**config.mk**
```make
export PLATFORM = sky130hd
export DESIGN_NAME = regfile_scoreboard
export DESIGN_NICKNAME = d
export VERILOG_FILES = /design/src/rtl/core_pkg.sv /design/src/rtl/regfile_busy_tracker.sv /design/src/rtl/regfile_scoreboard.sv
export SDC_FILE = /design/constraint.sdc
export NUM_CORES = 2
export LEC_CHECK = 0
export CAP_MARGIN = 5
export CELL_PAD_IN_SITES_DETAIL_PLACEMENT = 0
export CELL_PAD_IN_SITES_GLOBAL_PLACEMENT = 2
export CORE_MARGIN = 2
export CORE_UTILIZATION = 40
export CTS_CLUSTER_DIAMETER = 100
export CTS_CLUSTER_SIZE = 24
export DETAILED_ROUTE_END_ITERATION = 7
export PLACE_DENSITY_LB_ADDON = 0.1
export SYNTH_ARGS = -nofsm -noshare
export SYNTH_HDL_FRONTEND = slang
export SYNTH_SLANG_ARGS = --single-unit
export TNS_END_PERCENT = 20
```
**constraint.sdc**
```tcl
create_clock -name clk -period 7 [get_ports clk]
set_input_delay 1.4 -clock clk [delete_from_list [all_inputs] [get_ports clk]]
set_output_delay 1.4 -clock clk [all_outputs]
set_load 0.05 [all_outputs]
```
**src/rtl/core_pkg.sv**
```systemverilog
// rtl/core_pkg.sv - shared register-file sizing, address type and slot helper
package core_pkg;

    localparam int REG_WIDTH = 32;
    localparam int REG_DEPTH = 32;
    localparam int REG_AW    = $clog2(REG_DEPTH);
    localparam int X0_ADDR   = 0;

    typedef logic [REG_AW-1:0] reg_addr_t;

    // True when addr names a real, writable register (inside the array and not a hardwired x0)
    function automatic logic slot_ok(input int addr, input int depth, input int zero_x0);
        return (addr < depth) && !((zero_x0 != 0) && (addr == X0_ADDR));
    endfunction

endpackage

```
**src/rtl/regfile_busy_tracker.sv**
```systemverilog
// rtl/regfile_busy_tracker.sv - per-register pending-write scoreboard with flush/issue/clear priority
module regfile_busy_tracker
    import core_pkg::*;
#(
    parameter  int DEPTH   = REG_DEPTH,
    parameter  int ZERO_X0 = 1,
    localparam int AW      = $clog2(DEPTH)
) (
    input  logic             clk,
    input  logic             rst,
    input  logic             flush,
    input  logic             issue_en,
    input  logic [AW-1:0]    issue_rd,
    input  logic             wr_en,
    input  logic [AW-1:0]    wr_addr,
    output logic [DEPTH-1:0] busy_vec
);

    logic [DEPTH-1:0] busy_nxt;

    // Next scoreboard: flush beats everything, a new producer beats a retiring one
    always_comb begin
        busy_nxt = busy_vec;
        if (flush) begin
            busy_nxt = '0;
        end else begin
            for (int i = 0; i < DEPTH; i++) begin
                if (issue_en && (issue_rd == AW'(i)) && slot_ok(i, DEPTH, ZERO_X0)) begin
                    busy_nxt[i] = 1'b1;
                end else if (wr_en && (wr_addr == AW'(i))) begin
                    busy_nxt[i] = 1'b0;
                end
            end
        end
    end

    // Scoreboard register, cleared asynchronously
    always_ff @(posedge clk or negedge rst) begin
        if (!rst) begin
            busy_vec <= '0;
        end else begin
            busy_vec <= busy_nxt;
        end
    end

endmodule

```
**src/rtl/regfile_scoreboard.sv**
```systemverilog
// rtl/regfile_scoreboard.sv - 2R/1W byte-enabled register file with RAW scoreboard (optional REGFILE_BYPASS_EN write-through)
module regfile_scoreboard
    import core_pkg::*;
#(
    parameter  int WIDTH   = REG_WIDTH,
    parameter  int DEPTH   = REG_DEPTH,
    parameter  int ZERO_X0 = 1,
    localparam int AW      = $clog2(DEPTH)
) (
    input  logic                 clk,
    input  logic                 rst,
    input  logic [AW-1:0]        rs1_addr,
    input  logic [AW-1:0]        rs2_addr,
    output logic [WIDTH-1:0]     rs1_data,
    output logic [WIDTH-1:0]     rs2_data,
    output logic                 rs1_busy,
    output logic                 rs2_busy,
    input  logic                 wr_en,
    input  logic [AW-1:0]        wr_addr,
    input  logic [WIDTH/8-1:0]   wr_be,
    input  logic [WIDTH-1:0]     wr_data,
    input  logic                 issue_en,
    input  logic [AW-1:0]        issue_rd,
    input  logic                 flush,
    output logic [DEPTH-1:0]     busy_vec
);

    localparam int NB = WIDTH / 8;

    logic [WIDTH-1:0]           mem [DEPTH];
    logic                       wr_ok;
    logic [1:0][AW-1:0]         rd_addr;
    logic [1:0][WIDTH-1:0]      rd_data;
    logic [1:0]                 rd_busy;

    assign wr_ok      = wr_en && slot_ok(int'(wr_addr), DEPTH, ZERO_X0);
    assign rd_addr[0] = rs1_addr;
    assign rd_addr[1] = rs2_addr;
    assign rs1_data   = rd_data[0];
    assign rs2_data   = rd_data[1];
    assign rs1_busy   = rd_busy[0];
    assign rs2_busy   = rd_busy[1];

    regfile_busy_tracker #(
        .DEPTH   (DEPTH),
        .ZERO_X0 (ZERO_X0)
    ) u_busy (
        .clk      (clk),
        .rst      (rst),
        .flush    (flush),
        .issue_en (issue_en),
        .issue_rd (issue_rd),
        .wr_en    (wr_en),
        .wr_addr  (wr_addr),
        .busy_vec (busy_vec)
    );

    // Storage: byte-masked writeback; an edge arriving while reset is low discards the write
    always_ff @(posedge clk or negedge rst) begin
        if (!rst) begin
            for (int i = 0; i < DEPTH; i++) begin
                mem[i] <= '0;
            end
        end else if (wr_ok) begin
            for (int k = 0; k < NB; k++) begin
                if (wr_be[k]) begin
                    mem[wr_addr][k*8 +: 8] <= wr_data[k*8 +: 8];
                end
            end
        end
    end

    // Read muxes: out-of-range and hardwired x0 read as zero; everything is forced low during reset
    always_comb begin
        for (int p = 0; p < 2; p++) begin
            rd_data[p] = '0;
            rd_busy[p] = 1'b0;
            if (rst && slot_ok(int'(rd_addr[p]), DEPTH, ZERO_X0)) begin
                rd_data[p] = mem[rd_addr[p]];
                rd_busy[p] = busy_vec[rd_addr[p]];
`ifdef REGFILE_BYPASS_EN
                if (wr_en && (wr_addr == rd_addr[p])) begin
                    rd_busy[p] = 1'b0;
                    for (int k = 0; k < NB; k++) begin
                        if (wr_be[k]) begin
                            rd_data[p][k*8 +: 8] = wr_data[k*8 +: 8];
                        end
                    end
                end
`endif
            end
        end
    end

endmodule

```
==> reports/results.md <==
| Item | Reported |
|---|---|
| Outcome | finished clean |
| TritonCTS buffer count | 54 |
| CTS clock-pin slew for the worst setup and hold paths | 0.08 ns |
| Wire length of the first global-routing pass | 295,500 um |
| Overall global routing resource usage | 26.95% |
| Number of remaining DRC errors | 0 |
| Placement Setup Slack | 0.9433 ns |
| Largest incremental delay on the critical path | 1.23 ns |
| Arr. time, crit path | 4.65 ns |
| Critical path capture point type | primary output |
| Dominant cell type by count on the critical path | sky130_fd_sc_hd__clkdlybuf4s50_1 |
| Horizontal die dimension | 390.3 um |
| Top Ports | 159 |
| Share of synthesized registers carrying an async set or reset | 100.0% |
| Number of placement rows | 141 |
| Hold bufs inserted after CTS | 0 |
| Actual transition at the worst max-transition pin | 1.319 ns |
| Initial DRC count | 3,018 |
| Floorplan core area | 0.1480 mm2 |
| EDFF count, synth | 0 |
| Post-route setup slack | 0.9518 ns |
| Clock latency at the later pin of the worst-skew pair | 0.71 ns |
| Startpoint class of the critical path | primary input |
| Start-to-end type of the worst setup path | in2out |
| Netlist Area Pre-Place | 0.05970 mm2 |
| Max-capacitance violation count | 0 |
| Data required time of the worst path | 5.60 ns |
| Die area | 0.1524 mm2 |
| Starting utilization of the core area | 40.34% |
| Synthesis-to-layout area growth | 9.332% |
| Leakage Power | 29.69 nW |
| Vias per cell | 6.158 |
| Clock period minus worst slack | 6.048 ns |
| Detail Route Antenna Nets | 0 |
| RSZ-0062 raised after global routing | false |
| Synth unique cells | 41 |
| Hold Fails Final Rpt | 0 |
| Global route total overflow | 0 |
| Fin Clk Skew | 0 ns |
| Maximum achievable frequency | 0.1653 GHz |
| Via total after detailed routing | 36,250 |
| Setup TNS | 0 ns |
| Detailed-placement wirelength estimate | 136,000 um |
| Number of clock sinks seen by CTS | 1,055 |
| Number of gates resized after cts | 0 |
| H-tree depth | 2 |
| Ordered list of cells on the worst path | clkdlybuf4s50_1 > nor4bb_4 > a22oi_1 > nand4_1 > clkdlybuf4s50_1 |
| Period utilisation layout | 86.40% |
| CTS tree | done |
| Cell family contributing the most delay on the critical path | buffers and inverters |
| CTS Root Cell | sky130_fd_sc_hd__clkbuf_16 |
| Length of the first detailed-routing pass in iterations | 7 |
| Ys Warns | 0 |
| Maximum number of pins on one net before global-route repair | 139 |
| Syn_area_per_cell | 15.17 um2 |
| Most used cells in the layout excluding fill and tap cells | sky130_fd_sc_hd__dfrtp_1, sky130_fd_sc_hd__mux2_4, sky130_fd_sc_hd__mux4_2 |
| Final wirelength | 204,900 um |
| Per-cell routed wire length | 34.81 um |
| Peak fanout along the critical path | 9 |
| Final GP Congestion | 0.8180 |
| Number of buffers inserted by post-CTS setup repair | 0 |
| Commonest non-fill, non-tap cell in the layout | sky130_fd_sc_hd__dfrtp_1 |
| Peak VDD IR | 228.1 uV |
| Maximum count of clock buffers along a single path | 3 |
| Die Height | 390.3 um |
| Endpoints failing setup | 0 |
| Cell area power density | 220.7 mW/mm2 |
| Sequential share of the synthesized area | 44.22% |
| Total of flip-flops plus latches after synthesis | 1,055 |
| Share of post-route cells with drive strength above 1 | 44.79% |
| Vias in the first global route | 37,630 |
| Worst max-slew margin expressed relative to the limit | 11.92% |
| Max-slew violation count | 0 |
| Net count after synthesis | 3,997 |
| Nets | 3,990 |
| Number of antenna violations at the first check in global routing | 10 |
| Number of port buffers | 157 |
| Synthesized instance count | 3,936 |
| Cell with the biggest individual delay on the critical path | sky130_fd_sc_hd__nor4bb_4 |
| Number of buffer and inverter instances along the worst setup path | 2 |
| Tightest Hold Check Type | reg2reg |
| Most common flop cell mapped by yosys | sky130_fd_sc_hd__dfrtp_1 |
## cells in the mapped netlist, types with 6 or more instances
cell type | n | share of area [%]
sky130_fd_sc_hd__a22oi_1 | 198 | 2.5
sky130_fd_sc_hd__a31oi_1 | 63 | 0.66
sky130_fd_sc_hd__nor2_4 | 16 | 0.30
sky130_fd_sc_hd__mux2i_1 | 271 | 4.5
sky130_fd_sc_hd__nor3b_1 | 8 | 0.10
sky130_fd_sc_hd__buf_12 | 8 | 0.27
sky130_fd_sc_hd__nor2_2 | 24 | 0.25
sky130_fd_sc_hd__buf_2 | 66 | 0.55
sky130_fd_sc_hd__mux2_2 | 305 | 5.8
sky130_fd_sc_hd__nor4bb_1 | 6 | 0.10
sky130_fd_sc_hd__and3_1 | 6 | 0.063
sky130_fd_sc_hd__nand4_1 | 66 | 0.69
sky130_fd_sc_hd__a22o_1 | 63 | 0.92
sky130_fd_sc_hd__clkbuf_1 | 266 | 1.7
sky130_fd_sc_hd__mux4_2 | 391 | 15
sky130_fd_sc_hd__dfrtp_1 | 1055 | 44
sky130_fd_sc_hd__nor2_1 | 20 | 0.13
sky130_fd_sc_hd__nand2_1 | 123 | 0.77
sky130_fd_sc_hd__a21oi_1 | 34 | 0.29
sky130_fd_sc_hd__nor2b_1 | 13 | 0.14
sky130_fd_sc_hd__mux2_1 | 48 | 0.91
sky130_fd_sc_hd__o21ai_0 | 27 | 0.23
sky130_fd_sc_hd__buf_1 | 20 | 0.13
sky130_fd_sc_hd__a32oi_1 | 6 | 0.088
sky130_fd_sc_hd__mux2_4 | 640 | 16
sky130_fd_sc_hd__nor2_8 | 80 | 2.7
sky130_fd_sc_hd__nand3_1 | 77 | 0.65
## routing by layer
metal  global-route usage [%]  vias up  share of wire [%]
met5                        0        -              0.029
met3                    3.183      170                4.9
met4                    5.118        8                1.9
met2                    41.12      954                 45
met1                    41.40    20010                 48
li1                         -    15110                  -
## state kept, by name, indices dropped and copies added, names as in the netlist
signal and count:
mem 1024, u_busy.busy_vec 31
## metrics by stage
step	hold WS (ns)	cells	power [mW]	utilization, %	cell area (um2)
6_report	0.4021	5887	14.41	44.10	65280
5_1_grt	0.4132	5884	15.04	44.10	65270
4_1_cts	0.4041	5884	14.55	44.10	65270
3_5_place_dp	0.3823	5803	10.61	42.94	63560
3_3_place_gp	0.3763	5803	10.57	42.94	63560
2_1_floorplan	0.4413	3936	9.627	-	59700
## path summary, 6_finish.rpt
kind / slack (ns) / startpoint / end / cells past startpoint
max: 0.95 / rs1_addr[3] / rs1_data[18] / 5
min: 0.40 / mem[1013]$_DFFE_PN0P_ / mem[1013]$_DFFE_PN0P_ / 0
max reg2reg: 5.97 / u_busy.busy_vec[7]$_DFFE_PN0P_ / u_busy.busy_vec[7]$_DFFE_PN0P_ / 2
min reg2reg: 0.40 / mem[1013]$_DFFE_PN0P_ / mem[1013]$_DFFE_PN0P_ / 0
max in group asynchronous: 2.74 / rst / mem[700]$_DFFE_PN0P_ / 5
min in group asynchronous: 0.64 / rst / mem[997]$_DFFE_PN0P_ / 1
## area by class of cell
class	count	area [um2]
antenna	3	7.507
clock buffer	63	1459
clock inverter	18	249.0
fill	13220	82740
inverter	3	11.26
multi-input combinational	2513	31860
sequential	1055	26400
tap	1930	2415
timing repair buffer	302	2878
## kinds of logic after synthesis
group | synth area share (%)
buffers and inverters | 2.726
muxes | 42.04
other | 0.006281
and+or+nand+nor | 6.109
DFF | 44.22
AOI/OAI and AO/OA | 4.895
## power breakdown
part	switching (mW)	internal (mW)	total, mW
Clock	2.26	1.66	3.92
Sequential	0.593	6.85	7.44
Combinational	1.35	1.69	3.04
Total	4.20	10.2	14.4
Note: power is estimated with default switching activity, not from simulation.
